==> config.mk <==
export PLATFORM = sky130hd
export DESIGN_NAME = fft_stage_sequencer_flat
export DESIGN_NICKNAME = d
export VERILOG_FILES = /design/src/rtl/fft_stage_sequencer_pkg.sv /design/src/rtl/fft_stage_sequencer_if.sv /design/src/rtl/fft_frame_buffer.sv /design/src/rtl/fft_stage_sequencer.sv /design/src/flat_wrapper.sv
export SDC_FILE = /design/constraint.sdc
export NUM_CORES = 1
export LEC_CHECK = 0
export CAP_MARGIN = 10
export CORE_UTILIZATION = 47
export DETAILED_ROUTE_END_ITERATION = 8
export PLACE_DENSITY = 0.95
export SYNTH_ARGS = -nofsm -noshare
export SYNTH_HDL_FRONTEND = slang
export SYNTH_HIERARCHICAL = 1
export SYNTH_SLANG_ARGS = --single-unit
==> constraint.sdc <==
create_clock -name clk -period 5 [get_ports clk]
set_clock_uncertainty 0.15 [all_clocks]
set_input_delay 1.25 -clock clk [delete_from_list [all_inputs] [get_ports clk]]
set_output_delay 1.25 -clock clk [all_outputs]
set_load 0.005 [all_outputs]
==> src/rtl/fft_stage_sequencer_pkg.sv <==
// Shared types and helpers for the FFT stage sequencer.
// Holds the controller state encoding, the stage-index width helper
// and the bit-reversal function used for decimation-in-time load order.
package fft_seq_pkg;

   typedef enum logic [1:0] {
      LOAD    = 2'd0,
      COMPUTE = 2'd1,
      UNLOAD  = 2'd2
   } fft_state_e;

   // Widest address the bit-reversal helper handles (65536-point frames).
   localparam int unsigned MAX_BITS = 16;

   // Width of the stage index: one bit minimum even for a single stage.
   function automatic int unsigned stage_w_f(input int unsigned stages);
      return (stages > 32'd1) ? $clog2(stages) : 32'd1;
   endfunction

   // Reverse the low nbits of value; bits above nbits come back as zero.
   function automatic logic [MAX_BITS-1:0] bitrev(input logic [MAX_BITS-1:0] value,
                                                  input int unsigned       nbits);
      logic [MAX_BITS-1:0] r;
      r = '0;
      for (int unsigned i = 0; i < MAX_BITS; i++) begin
         if (i < nbits) begin
            r[i] = value[nbits-32'd1-i];
         end else begin
            r[i] = 1'b0;
         end
      end
      return r;
   endfunction

endpackage

==> src/rtl/fft_stage_sequencer_if.sv <==
// Streaming sample interface of the FFT stage sequencer.
// Carries the input sample handshake and the output bin handshake.
// The controller takes the slave view; the surrounding system the master view.
interface fft_stage_sequencer_if #(
   parameter int unsigned WIDTH = 32
);
   logic             in_valid;
   logic             in_ready;
   logic [WIDTH-1:0] in_data;
   logic             out_valid;
   logic             out_ready;
   logic [WIDTH-1:0] out_data;
   logic             out_last;

   modport master (
      output in_valid, in_data, out_ready,
      input  in_ready, out_valid, out_data, out_last
   );

   modport slave (
      input  in_valid, in_data, out_ready,
      output in_ready, out_valid, out_data, out_last
   );
endinterface

==> src/rtl/fft_frame_buffer.sv <==
// Frame register array for the FFT stage sequencer.
// Priority: synchronous clear, then whole-frame stage write, then single-word load.
// Reads are a plain mux of the registered words.
module fft_frame_buffer #(
   parameter int unsigned SAMPLES = 4,
   parameter int unsigned WIDTH   = 32,
   parameter int unsigned AW      = $clog2(SAMPLES)
) (
   input  logic                           clk,
   input  logic                           clr_i,
   input  logic                           wr_en_i,
   input  logic [AW-1:0]                  wr_addr_i,
   input  logic [WIDTH-1:0]               wr_data_i,
   input  logic                           ld_en_i,
   input  logic [SAMPLES-1:0][WIDTH-1:0]  ld_data_i,
   input  logic [AW-1:0]                  rd_addr_i,
   output logic [WIDTH-1:0]               rd_data_o,
   output logic [SAMPLES-1:0][WIDTH-1:0]  frame_o
);

   logic [SAMPLES-1:0][WIDTH-1:0] mem_q;

   // Frame storage: clear, stage result capture, or single sample load.
   always_ff @(posedge clk) begin
      if (clr_i) begin
         mem_q <= '0;
      end else if (ld_en_i) begin
         mem_q <= ld_data_i;
      end else if (wr_en_i) begin
         mem_q[wr_addr_i] <= wr_data_i;
      end else begin
         mem_q <= mem_q;
      end
   end

   assign rd_data_o = mem_q[rd_addr_i];
   assign frame_o   = mem_q;

endmodule

==> src/rtl/fft_stage_sequencer.sv <==
// Iterative FFT controller: loads one frame, runs it through STAGES
// external butterfly stages (one per cycle), then streams the bins out.
// Optional macro FFT_SEQ_BITREV_EN: when defined, samples are stored at the
// bit-reversed address of their arrival index (decimation-in-time order);
// when undefined, upstream is expected to supply pre-reversed data.
module fft_stage_sequencer
   import fft_seq_pkg::*;
#(
   parameter int unsigned SAMPLES = 4,
   parameter int unsigned WIDTH   = 32,
   parameter int unsigned STAGES  = $clog2(SAMPLES),
   parameter int unsigned STAGE_W = stage_w_f(STAGES)
) (
   input  logic                           clk,
   input  logic                           rst_n,
   fft_stage_sequencer_if.slave           io,
   output logic [SAMPLES-1:0][WIDTH-1:0]  stage_data_o,
   output logic [STAGE_W-1:0]             stage_idx,
   input  logic [SAMPLES-1:0][WIDTH-1:0]  stage_data_i,
   output logic                           busy,
   output logic                           frame_done
);

   localparam int unsigned      AW         = $clog2(SAMPLES);
   localparam logic [AW-1:0]    LAST_IDX   = AW'(SAMPLES - 32'd1);
   localparam logic [AW-1:0]    PRE_LAST   = AW'(SAMPLES - 32'd2);
   localparam logic [STAGE_W-1:0] LAST_STAGE = STAGE_W'(STAGES - 32'd1);

   fft_state_e          state_q;
   logic [AW-1:0]       wr_cnt_q;
   logic [AW-1:0]       rd_cnt_q;
   logic [STAGE_W-1:0]  stage_idx_q;
   logic                in_ready_q;
   logic                busy_q;
   logic                out_valid_q;
   logic                out_last_q;

   logic                buf_clr;
   logic                buf_wr_en;
   logic [AW-1:0]       buf_wr_addr;
   logic                buf_ld_en;
   logic [WIDTH-1:0]    buf_rd_data;

   // Controller FSM with counters and registered handshake/status flags.
   always_ff @(posedge clk) begin
      if (!rst_n) begin
         state_q     <= LOAD;
         wr_cnt_q    <= '0;
         rd_cnt_q    <= '0;
         stage_idx_q <= '0;
         in_ready_q  <= 1'b1;
         busy_q      <= 1'b0;
         out_valid_q <= 1'b0;
         out_last_q  <= 1'b0;
      end else begin
         case (state_q)
            LOAD: begin
               if (io.in_valid) begin
                  if (wr_cnt_q == LAST_IDX) begin
                     wr_cnt_q    <= '0;
                     stage_idx_q <= '0;
                     state_q     <= COMPUTE;
                     in_ready_q  <= 1'b0;
                     busy_q      <= 1'b1;
                  end else begin
                     wr_cnt_q <= wr_cnt_q + 1'b1;
                  end
               end
            end
            COMPUTE: begin
               if (stage_idx_q == LAST_STAGE) begin
                  stage_idx_q <= '0;
                  state_q     <= UNLOAD;
                  busy_q      <= 1'b0;
                  out_valid_q <= 1'b1;
                  out_last_q  <= 1'b0;
               end else begin
                  stage_idx_q <= stage_idx_q + 1'b1;
               end
            end
            UNLOAD: begin
               if (io.out_ready) begin
                  if (rd_cnt_q == LAST_IDX) begin
                     rd_cnt_q    <= '0;
                     state_q     <= LOAD;
                     out_valid_q <= 1'b0;
                     out_last_q  <= 1'b0;
                     in_ready_q  <= 1'b1;
                  end else begin
                     rd_cnt_q   <= rd_cnt_q + 1'b1;
                     out_last_q <= (rd_cnt_q == PRE_LAST);
                  end
               end
            end
            default: begin
               state_q     <= LOAD;
               wr_cnt_q    <= '0;
               rd_cnt_q    <= '0;
               stage_idx_q <= '0;
               in_ready_q  <= 1'b1;
               busy_q      <= 1'b0;
               out_valid_q <= 1'b0;
               out_last_q  <= 1'b0;
            end
         endcase
      end
   end

   // Buffer write controls decoded from the registered state.
   always_comb begin
      buf_clr   = !rst_n;
      buf_wr_en = (state_q == LOAD) && io.in_valid;
      buf_ld_en = (state_q == COMPUTE);
`ifdef FFT_SEQ_BITREV_EN
      buf_wr_addr = AW'(bitrev(MAX_BITS'(wr_cnt_q), AW));
`else
      buf_wr_addr = wr_cnt_q;
`endif
   end

   fft_frame_buffer #(
      .SAMPLES (SAMPLES),
      .WIDTH   (WIDTH),
      .AW      (AW)
   ) u_frame_buffer (
      .clk       (clk),
      .clr_i     (buf_clr),
      .wr_en_i   (buf_wr_en),
      .wr_addr_i (buf_wr_addr),
      .wr_data_i (io.in_data),
      .ld_en_i   (buf_ld_en),
      .ld_data_i (stage_data_i),
      .rd_addr_i (rd_cnt_q),
      .rd_data_o (buf_rd_data),
      .frame_o   (stage_data_o)
   );

   assign io.in_ready  = in_ready_q;
   assign io.out_valid = out_valid_q;
   assign io.out_data  = buf_rd_data;
   assign io.out_last  = out_last_q;
   assign stage_idx    = stage_idx_q;
   assign busy         = busy_q;
   // Pulses in the cycle the last bin is actually taken downstream.
   assign frame_done   = out_valid_q && io.out_ready && out_last_q;

endmodule

==> src/flat_wrapper.sv <==
// flat-port wrapper written by rule: the top's interface ports become plain ports
module fft_stage_sequencer_flat import fft_seq_pkg::*;
#(
   parameter int unsigned SAMPLES = 4,
   parameter int unsigned WIDTH   = 32,
   parameter int unsigned STAGES  = $clog2(SAMPLES),
   parameter int unsigned STAGE_W = stage_w_f(STAGES)
)
  (clk, rst_n, stage_data_o, stage_idx, stage_data_i, busy, frame_done, io_in_valid, io_in_data, io_out_ready, io_in_ready, io_out_valid, io_out_data, io_out_last);
  fft_stage_sequencer_if #(.WIDTH(WIDTH)) io_i ();
  input  logic clk;
  input  logic rst_n;
  output logic [SAMPLES-1:0][WIDTH-1:0] stage_data_o;
  output logic [STAGE_W-1:0] stage_idx;
  input  logic [SAMPLES-1:0][WIDTH-1:0] stage_data_i;
  output logic busy;
  output logic frame_done;
  input wire logic [$bits(io_i.in_valid)-1:0] io_in_valid;
  input wire logic [$bits(io_i.in_data)-1:0] io_in_data;
  input wire logic [$bits(io_i.out_ready)-1:0] io_out_ready;
  output wire logic [$bits(io_i.in_ready)-1:0] io_in_ready;
  output wire logic [$bits(io_i.out_valid)-1:0] io_out_valid;
  output wire logic [$bits(io_i.out_data)-1:0] io_out_data;
  output wire logic [$bits(io_i.out_last)-1:0] io_out_last;
  assign io_i.in_valid = io_in_valid;
  assign io_i.in_data = io_in_data;
  assign io_i.out_ready = io_out_ready;
  assign io_in_ready = io_i.in_ready;
  assign io_out_valid = io_i.out_valid;
  assign io_out_data = io_i.out_data;
  assign io_out_last = io_i.out_last;
  fft_stage_sequencer #(.SAMPLES(SAMPLES), .WIDTH(WIDTH), .STAGES(STAGES), .STAGE_W(STAGE_W)) u_core (.clk(clk), .rst_n(rst_n), .io(io_i), .stage_data_o(stage_data_o), .stage_idx(stage_idx), .stage_data_i(stage_data_i), .busy(busy), .frame_done(frame_done));
endmodule
# Word level (Yosys, flattened, before mapping)
# Cells that the tools add are included.
# W data, S select, Z words.
dict set report word_totals {
  reg_bits 139
  input_bits 164
  out_inout_bits 166
  elab_cells 86
}
dict set report classes {
  add_sub_neg 3
  n_lt_le_gt_ge 3
  eq_ne 10
  n_mux 37
  bitwise_logic 5
  n_reduce_logical 16
}
# cell n
set ops {}
lappend ops {{$mux W128} 2}
lappend ops {{$bwmux W128} 1}
lappend ops {{$bmux W32 S2} 1}
lappend ops {{$demux W32 S2} 1}
lappend ops {{$mux W32} 2}
lappend ops {{$mux W2} 9}
lappend ops {{$pmux W1 S3} 5}
lappend ops {{$mux W1} 13}
lappend ops {{$reduce_and A5 Y1} 2}
lappend ops {{$eq A2 B2 Y1 const B} 4}
lappend ops {{$pmux W2 S2} 2}
lappend ops {{$reduce_and A4 Y1} 2}
lappend ops {{$lt A2 B3 Y1 const B} 2}
lappend ops {{$ne A2 B1 Y1 const B} 3}
lappend ops {{$pmux W2 S3} 1}
lappend ops {{$reduce_and A3 Y1} 2}
lappend ops {{$not A1 Y1} 5}
lappend ops {{$add A2 B1 Y2 const B} 2}
lappend ops {{$logic_and A1 B1 Y1} 4}
lappend ops {{$ne A2 B2 Y1 const B} 2}
lappend ops {{$reduce_and A2 Y1} 2}
lappend ops {{$reduce_or A2 Y1} 2}
lappend ops {{$eq A2 B1 Y1 const B} 1}
lappend ops {{$ge A2 B1 Y1 const B} 1}
lappend ops {{3 further kinds} 3}

# Logic depth before layout (Yosys ltp)
# Gate-level depths: netlist of the first run.
dict set report logic_depth {
  word_depth 7
  depth_mapped 9
  ltp_nobuf 6
}

# Modules after synthesis
# The synthesis of the first run kept the hierarchy.
# module instances cells_per_inst area_each_um2 seq_area_each_um2
set by_module_without_submodules {}
lappend by_module_without_submodules {fft_frame_buffer 1 757 7204.4 2562.5}
lappend by_module_without_submodules {fft_stage_sequencer 1 69 631.9 220.2}

# Worst setup path after synthesis of the first run
# OpenSTA, ideal clock, no wires.
dict set report synth_timing {
  path_kind {input-to-output}
  from {input port io_out_ready}
  to {output port frame_done}
  arrival_time_ps 1417
  required_time_ps 3600
  slack_ps 2183
  cell_stages 1
  n_path_buf 0
  cell_sequence {and3_1}
}
dict set report synth_via {
  elab_chain_cells 2
}
# element line
set synth_rtl {}
lappend synth_rtl {{start: declaration} flat_wrapper.sv:20} ;# input wire logic [$bits(io_i.out_ready)-1:0] io_out_ready;
lappend synth_rtl {{$logic_and A1 B1 Y1 (2 in series)} fft_stage_sequencer.sv:145} ;# assign frame_done = out_valid_q && io.out_ready && out_last_q;
lappend synth_rtl {{end: declaration} flat_wrapper.sv:17} ;# output logic frame_done;
# Every way passes these cells.

# Worst setup path in the final report of the first run
dict set report layout_timing {
  from {register u_core.rd_cnt_q[1]}
  to {output port io_out_data[14]}
}
dict set report layout_via {
  elab_chain_cells 2
}
# element line
set layout_rtl {}
lappend layout_rtl {{start: declaration} fft_stage_sequencer.sv:31} ;# logic [AW-1:0] rd_cnt_q;
lappend layout_rtl {{start signal: assignment} fft_stage_sequencer.sv:90} ;# rd_cnt_q <= rd_cnt_q + 1'b1;
lappend layout_rtl {{$bmux W32 S2} fft_frame_buffer.sv:36} ;# assign rd_data_o = mem_q[rd_addr_i];
lappend layout_rtl {{$mux W32 (implied by the code)} fft_frame_buffer.sv:36}
lappend layout_rtl {{end: declaration} flat_wrapper.sv:23} ;# output wire logic [$bits(io_i.out_data)-1:0] io_out_data;
# Every way passes these cells. The select of a mux whose other input is x is not followed.

==> metrics, run 1 <==
overall power=5.445 mW; CTS tree=done; Tmin final=3964 ps; Die X=131.1 um; Max clock buf depth=2; DRC errors left=0; DIE AREA=17,190 um2; post-route setup slack=1036 ps; DR WL/cell=22.32 um; Max Cap Violations=0; Clock transition at path regs=60 ps; area growth from synthesis to layout=47.85%; HPWL Detailed=18,690 um; Nets=1,251; worst reg2reg path startpoint=u_core/state_q[1]; Fin. Hold Viols=0; standard-cell row count=46; RSZ-0062 raised after global routing=false; initial drt markers=747; Syn Nets=997; HP Start=u_core/io.in_ready; number of global-route vias before repair=8,128; WP data required=3600 ps; grt met2 use=53.28%; cell area after synthesis=7836 um2; total negative slack=0 ps; sequential element share of the synthesized area=35.51%; first-pass GRT wire length=45,080 um; number of I/O pins=330; routability cong.=0.8665; Avg Inst Size Synth=9.487 um2; worst skew pair latency=420 ps; total CTS buffers=17; number of setup buffers added after CTS=0; status=finished, final reports clean; ANT nets after route=0; LEAKAGE=4.316 nW; WL final=29,220 um; # setup viols final=0; Starting Density=48.80%; GR Util All Layers=33.17%; drt pass-1 iters=5; layout cells sized above 1=7.777%; crit path max fanout=22; Port Buffers=329; PostCTS Resize Cnt=0; antenna violations before repair=0; crit path kind=reg2out; n_diodes=0; vias=8,392; Worst setup startpoint=u_core/rd_cnt_q[1]; total grt overflow=0; vias per cell=6.411; pre-CTS setup slack=1111 ps; core area=16,060 um2; die height=131.1 um; root buf cell=clkbuf_16; grt peak-use layer=met2; fraction of registers with async set/reset=0%; Max Slew Vio Count=0; Least-Margin Pin Slew=1304 ps; # clock sinks=139; H-tree lvl count=4; hold bufs inserted after CTS=0; worst path arrival time=2560 ps; Worst Hold Class=reg2reg; Setup crit start kind=flip-flop; fin crit share=79.28%; worst vdd ir=0.2599 mV; synth warn=6; met3 usage=7.292%; Filler cells=1,110; largest net degree at the start of global routing=206; met1 Resource Use GR=41.00%; fin area=11,590 um2; EDFF count, synth=0; Fmax=252.3 MHz; PwrDens=470.0 nW/um2; number of synthesized register bits=139; critical path endpoint category=primary output; Unique masters post-synth=43; Post-DP Area=10,990 um2; relative slew slack=13.10%; Synth Flop Type=dfxtp_1; gate count of the mapped netlist=826
## critical path: stages, from the launching register on
cell and delay, ps:
dfxtp_2 890, buf_4 420, mux4_2 350, clkdlybuf4s50_1 480
## stage by stage
step,std cells,hold WS (ps),util (%)
floorplan,826,302.1,-
global placement,1277,338.1,68.43
detailed placement,1277,357.6,68.43
CTS,1309,365.1,72.15
global route,1309,379.8,72.15
finish,1309,362.9,72.15
## report_power, final
part	total (mW)	internal (mW)	leakage (nW)	switching, mW
clock	1.29	0.822	0.291	0.470
sequential	1.72	1.42	1.14	0.303
combinational	2.43	1.38	2.89	1.05
total	5.44	3.62	4.32	1.83
## path summary, 6_finish.rpt
path | to | depth (start not counted) | slack [ps]
worst min register to register | u_core/io.in_ready | 2 | 360
worst max-delay path | io_out_data[14] | 3 | 1040
worst max register to register | u_core/u_frame_buffer/frame_o[40] | 6 | 2080
worst min-delay path | u_core/io.in_ready | 2 | 360
## area by class of cell
cell class	count	area, um2	area share (%)
Inverter	8	30.03	0.2592
Clock buffer	25	485.5	4.190
Sequential cell	139	2785	24.04
Multi-Input combinational cell	571	4454	38.44
Clock inverter	7	112.6	0.9719
Tap cell	216	270.3	2.333
Timing Repair Buffer	343	3448	29.76
## flip-flops by register name (all words and copies together), names as in the netlist
signal                         count
u_core/state_q                     2
u_core/io.out_last                 1
u_core/busy                        1
u_core/io.out_valid                1
u_core/buf_wr_addr                 2
u_core/u_frame_buffer/frame_o    128
u_core/rd_cnt_q                    2
u_core/stage_idx                   1
u_core/io.in_ready                 1
## placed cells by master, fill, tap and decap left out, types with 2 or more instances in the layout
master / instances
nor2_1: 65
ha_1: 6
buf_4: 10
nand2_1: 68
mux4_2: 32
clkinv_2: 3
dfxtp_1: 137
dfxtp_2: 2
a21boi_1: 2
a21oi_1: 5
o221ai_1: 64
and2_1: 34
a211oi_1: 32
a221oi_1: 64
o311a_1: 64
inv_1: 6
o21ai_0: 36
clkbuf_16: 17
nor2b_1: 35
buf_12: 4
bufinv_16: 3
nor4_1: 3
clkdlybuf4s50_1: 329
o31ai_1: 3
o41ai_1: 2
clkbuf_8: 3
nand2b_1: 33
clkbuf_1: 5
## layer usage
metal	vias up	wire length, um
met5	-	0
met4	0	1197
met3	99	2753
met2	568	13980
met1	3984	11290
li1	3741	-
## synth_stat cells, types with 3 or more instances
| master | count | area [um2] |
|---|---|---|
| clkbuf_1 | 32 | 120.1 |
| mux4_2 | 32 | 720.7 |
| a221oi_1 | 64 | 560.5 |
| nand2_1 | 68 | 255.2 |
| buf_4 | 9 | 67.56 |
| buf_6 | 13 | 146.4 |
| buf_2 | 54 | 270.3 |
| nor2b_1 | 36 | 225.2 |
| a21oi_1 | 5 | 25.02 |
| nand2b_1 | 33 | 206.5 |
| and2_1 | 33 | 206.5 |
| nor4_1 | 3 | 18.77 |
| o21ai_0 | 36 | 180.2 |
| o311a_1 | 64 | 640.6 |
| inv_1 | 8 | 30.03 |
| o31ai_1 | 3 | 22.52 |
| a211oi_1 | 32 | 240.2 |
| ha_1 | 7 | 87.58 |
| o221ai_1 | 64 | 560.5 |
| nor2_1 | 65 | 244.0 |
| dfxtp_1 | 139 | 2783 |
## cell families (layout without fill, tap and decap cells)
logic type	Yosys count	in the layout	synth area share, %
compound gates	277	277	29.49
simple gates	254	254	16.46
flops	139	139	35.51
buf+inv	116	383	8.095
mux	33	33	9.325
fa+ha+maj	7	7	1.118
(Power assumes the default switching activity.)
==> run 2, diff against run 1 <==
--- a/config.mk
+++ b/config.mk
@@ -6,9 +6,9 @@
 export NUM_CORES = 1
 export LEC_CHECK = 0
 export CAP_MARGIN = 10
-export CORE_UTILIZATION = 47
+export CORE_UTILIZATION = 39
 export DETAILED_ROUTE_END_ITERATION = 8
-export PLACE_DENSITY = 0.95
+export PLACE_DENSITY = 0.88
 export SYNTH_ARGS = -nofsm -noshare
 export SYNTH_HDL_FRONTEND = slang
 export SYNTH_HIERARCHICAL = 1
==> constraint.sdc (replaced) <==
create_clock -name clk -period 3.4 [get_ports clk]
set_clock_uncertainty 0.15 [all_clocks]
set_input_delay 0.85 -clock clk [delete_from_list [all_inputs] [get_ports clk]]
set_output_delay 0.85 -clock clk [all_outputs]
set_load 0.005 [all_outputs]
==> run 2 against run 1 <==
Effect of this change:
- register-to-register slack got worse by 1300 ps
- design area increased by 1.5%
- power increased by 49%
- wire length increased by 1.3%
- first-iteration DRC count decreased by 8.6%
- final cell count increased by 3.7%
- utilization decreased by 12 points
- clock-buffer cell count decreased by 4
- die area increased by 20%
- worst hold slack got worse by 29 ps
- critical path type unchanged
- highest routed layer unchanged
==> metrics, run 2 (synthesis results as in run 1) <==
Max Cap Violations=0; worst path arrival time=2210 ps; Filler cells=1,610; ANT nets after route=0; DRC errors left=0; hold bufs inserted after CTS=0; total CTS buffers=17; Comb power frac=44.9%; CTS tree=done; largest net degree at the start of global routing=171; DR WL/cell=21.80 um; H-tree lvl count=4; grt peak-use layer=met2; Clock transition at path regs=60 ps; met1 Resource Use GR=35.00%; Fmax=311.7 MHz; max reg flops=128; antenna violations before repair=0; WP data required=2400 ps; RSZ-0062 raised after global routing=false; slowest CP cell=mux4_2; Setup crit start kind=flip-flop; # setup viols final=0; LEAKAGE=4.363 nW; worst skew pair latency=420 ps; Die X=143.8 um; vias=8,265; Internal Power=5.423 mW; CP cell instances=buf_4, mux4_2, clkdlybuf4s50_1; PostCTS Resize Cnt=0; drt pass-1 iters=5; area growth from synthesis to layout=50.10%; total negative slack=0 ps; fin crit share=94.37%; relative slew slack=31.07%; layout cells sized above 1=8.234%; standard-cell row count=51; crit path kind=reg2out; GR Util All Layers=27.92%; Sw Share=33.31%; PwrDens=691.3 nW/um2; Starting Density=40.00%; WL final=29,600 um; Clk pwr share=24.4%; vias per cell=6.086; total grt overflow=0; Max Slew Vio Count=0; # clock sinks=139; Max clock buf depth=2; Sw Pwr=2.708 mW; most common cell after layout, fill and taps aside=clkdlybuf4s50_1; HPWL Detailed=19,370 um; commonest cells after routing, fill and taps aside=clkdlybuf4s50_1, dfxtp_1, nand2_1, nor2_1; Least-Margin Pin Slew=1034 ps; number of I/O pins=330; worst vdd ir=0.3881 mV; Worst Hold Class=reg2reg; n_diodes=0; register area=2785 um2; Fin. Hold Viols=0; critical path endpoint category=primary output; first-pass GRT wire length=44,010 um; number of setup buffers added after CTS=0; status=finished, final reports clean; share of power burned in registers=30.8%; Post-DP Area=11,150 um2; R2R Setup Slk=800 ps; routability cong.=0.8578; Critical Path Max Stage Delay=530 ps; Tmin final=3208 ps; grt met2 use=45.63%; Port Buffers=329; crit path max fanout=12; core area=19,590 um2; met3 usage=4.965%; root buf cell=clkbuf_16; area of the multi-input gates=4457 um2; Nets=1,254; initial drt markers=683; DIE AREA=20,660 um2; fin area=11,760 um2; die height=143.8 um; number of global-route vias before repair=7,852
run 2: changes by cell type in the layout (fill, tap and decap cells not counted), sizes merged:
| cell | change |
|---|---|
| buf | +3 |
| clkbuf | -4 |
| bufinv | +1 |
run 2: layout make-up:
| cell class | count | share of cell area [%] |
|---|---|---|
| Sequential cell | 139 | 23.68 |
| Timing Repair Buffer | 346 | 30.15 |
| Inverter | 8 | 0.2553 |
| Clock inverter | 8 | 1.213 |
| Multi-Input combinational cell | 571 | 37.89 |
| Clock buffer | 21 | 4.000 |
| Tap cell | 265 | 2.819 |
run 2: power groups by stage:
| stage | registers, mW | clock network, mW | logic (mW) |
|---|---|---|---|
| finish | 2.50 | 1.98 | 3.65 |
| global route | 2.55 | 2.07 | 3.92 |
| CTS | 2.49 | 2.01 | 3.63 |
| detailed placement | 2.52 | 0 | 3.60 |
| global placement | 2.50 | 0 | 3.50 |
| floorplan | 2.43 | 0 | 1.91 |
run 2: metal layers:
| metal | vias up | routed length, um |
|---|---|---|
| li1 | 3744 | - |
| met1 | 3955 | 11940 |
| met2 | 484 | 14220 |
| met3 | 82 | 2293 |
| met4 | 0 | 1142 |
| met5 | - | 0 |
run 2: path summary, 6_finish.rpt:
check                                         from                                to  cells past startpoint
worst max register to register   u_core/state_q[1]  u_core/u_frame_buffer/frame_o[0]                      7
worst max-delay path            u_core/rd_cnt_q[0]                    io_out_data[3]                      3
worst min register to register  u_core/io.in_ready                u_core/io.in_ready                      2
worst min-delay path            u_core/io.in_ready                u_core/io.in_ready                      2
run 2: critical path: cells and delay by family, from the launching register on:
| kind | cells | cell delay [ps] |
|---|---|---|
| flops | 1 | 490 |
| mux | 1 | 530 |
| buf+inv | 2 | 750 |
run 2: through the flow:
stage / hold slack (ps) / instances / power, mW / setup slack [ps] / util (%)
after floorplan: 302.1 / 826 / 4.336 / 1043 / -
after global placement: 318.2 / 1329 / 6.002 / 342.7 / 56.91
after detailed placement: 313.2 / 1329 / 6.122 / 327.3 / 56.91
after CTS: 333.2 / 1358 / 8.128 / 184.6 / 60.04
after global routing: 388.1 / 1358 / 8.538 / 127.1 / 60.04
final: 334.3 / 1358 / 8.132 / 191.6 / 60.04
==> run 3, diff against run 2 <==
--- a/config.mk
+++ b/config.mk
@@ -9,6 +9,7 @@
 export CORE_UTILIZATION = 39
 export DETAILED_ROUTE_END_ITERATION = 8
 export PLACE_DENSITY = 0.88
+export SKIP_LAST_GASP = 1
 export SYNTH_ARGS = -nofsm -noshare
 export SYNTH_HDL_FRONTEND = slang
 export SYNTH_HIERARCHICAL = 1
==> constraint.sdc (replaced) <==
create_clock -name clk -period 3.4 [get_ports clk]
set_clock_uncertainty 0.15 [all_clocks]
set_input_delay 0.85 -clock clk [delete_from_list [all_inputs] [get_ports clk]]
set_output_delay 0.85 -clock clk [all_outputs]
set_load 0.02 [all_outputs]
==> run 3 against run 2 <==
Effect of this change:
- final cell count up 0.59%
- critical path depth unchanged
- utilization about the same
- die area unchanged
- clock power about the same
- wire length down 1.2%
- first-iteration DRC count up 8.9%
- via count up 2.0%
- combinational power up 18%
- power up 8.0%
- non-clock buffer count up 5
- clock-buffer cell count down 3
- largest cell class unchanged
- largest power group unchanged
- highest routed layer unchanged
==> metrics, run 3 (synthesis results as in run 1) <==
status=finished, final reports clean; critical path endpoint category=primary output; initial drt markers=744; fin area=11,760 um2; met3 usage=6.964%; crit path max fanout=16; number of global-route vias before repair=8,011; total negative slack=0 ps; Post-DP Area=11,120 um2; vias per cell=6.173; Die X=143.8 um; die height=143.8 um; layout cells sized above 1=8.901%; grt peak-use layer=met2; HPWL Detailed=18,890 um; GR Util All Layers=27.88%; Worst Hold Class=reg2reg; root buf cell=clkbuf_16; Max Cap Violations=0; worst path arrival time=2210 ps; routability cong.=0.8469; largest net degree at the start of global routing=120; CTS tree=done; HP Start=u_core/io.in_ready; worst vdd ir=0.3602 mV; Worst R2R End=u_core/u_frame_buffer/frame_o[15]; Fin. Hold Viols=0; most common cell after layout, fill and taps aside=clkdlybuf4s50_1; n_diodes=0; met1 Resource Use GR=33.98%; total CTS buffers=17; DR WL/cell=21.42 um; total grt overflow=0; RSZ-0062 raised after global routing=false; Tmin final=3208 ps; # clock sinks=139; commonest cells after routing, fill and taps aside=clkdlybuf4s50_1, dfxtp_1, nand2_1, nor2_1; post-route setup slack=192.2 ps; share of power burned in registers=28.3%; area growth from synthesis to layout=50.09%; Comb power frac=49.0%; Sw Share=38.66%; vias=8,432; Max Slew Vio Count=0; R2R Setup Slk=860 ps; Internal Power=5.388 mW; antenna violations before repair=0; DRC errors left=0; WP data required=2400 ps; pre-CTS setup slack=232.4 ps; worst skew pair latency=410 ps; Port Buffers=329; overall power=8.784 mW; r2r worst-path depth=7; Clk pwr share=22.7%; standard-cell row count=51; number of I/O pins=330; Sw Pwr=3.396 mW; max reg flops=128; Setup crit start kind=flip-flop; Starting Density=40.00%; ANT nets after route=0; relative slew slack=31.37%; Least-Margin Pin Slew=1027 ps; Core Util, Final=60.04%; Fmax=311.7 MHz; Nets=1,259; Max clock buf depth=2; crit path kind=reg2out; core area=19,590 um2; DIE AREA=20,660 um2; Filler cells=1,632; PwrDens=746.8 nW/um2; first-pass GRT wire length=44,130 um; # setup viols final=0; drt pass-1 iters=6; Clock transition at path regs=70 ps; WL final=29,250 um; hold path cells=2; H-tree lvl count=4; worst reg2reg path startpoint=u_core/state_q[1]; Hold Path End=u_core/io.in_ready; grt met2 use=44.35%; LEAKAGE=4.369 nW; fin crit share=94.35%
run 3: cell types whose count changed in the layout (fill, tap and decap cells not counted), sizes merged:
cell,previous run,this run
buf,17,22
inv,7,10
clkbuf,21,18
clkinvlp,1,3
clkinv,4,5
run 3: layout make-up:
type	instances	area (um2)	area share, %
clock buffer	18	429.2	3.649
clock inverter	14	192.7	1.638
inverter	8	30.03	0.2553
multi-input combinational	571	4457	37.89
sequential	139	2788	23.70
tap	265	331.6	2.819
timing repair buffer	351	3533	30.04
run 3: metal layers:
layer	up-vias	wire, um
met3	115	2846
met2	550	13880
met4	0	1370
met1	4008	11160
met5	-	0
li1	3759	-
run 3: repair_timing:
item	in CTS	in global routing
setup buffers	0	2
gates resized for setup	1	0
hold buffers	0	0
setup endpoints to repair	17	1
pin swaps	0	0
run 3: stage by stage:
| step | hold slack (ps) | std cells |
|---|---|---|
| 2_1_floorplan | 302.1 | 826 |
| 3_3_place_gp | 340.9 | 1332 |
| 3_5_place_dp | 338.3 | 1332 |
| 4_1_cts | 360.7 | 1364 |
| 5_1_grt | 376.6 | 1366 |
| 6_report | 374.2 | 1366 |
run 3: how the worst max path moves through the flow:
stage | cells after the start | slack [ps] | end | start
4_1_cts | 3 | 60 | io_out_data[0] | u_core/rd_cnt_q[0]
6_report | 3 | 190 | io_out_data[30] | u_core/rd_cnt_q[1]
5_1_grt | 3 | 110 | io_out_data[30] | u_core/rd_cnt_q[1]
2_1_floorplan | 3 | 970 | io_out_data[21] | u_core/rd_cnt_q[1]
3_5_place_dp | 3 | 230 | frame_done | io_out_ready
3_3_place_gp | 3 | 250 | frame_done | io_out_ready
run 3: power groups by stage:
stage	Combinational, mW	Clock, mW	Sequential, mW
2_1_floorplan	2.07	0	2.91
3_3_place_gp	4.13	0	2.51
3_5_place_dp	4.22	0	2.52
4_1_cts	4.24	2.02	2.49
5_1_grt	4.56	2.10	2.54
6_report	4.30	1.99	2.49
run 3: critical path, cell delays in order (launching register included):
cell             delay [ps]
dfxtp_2                 330
buf_4                   310
mux4_2                  550
clkdlybuf4s50_1         580
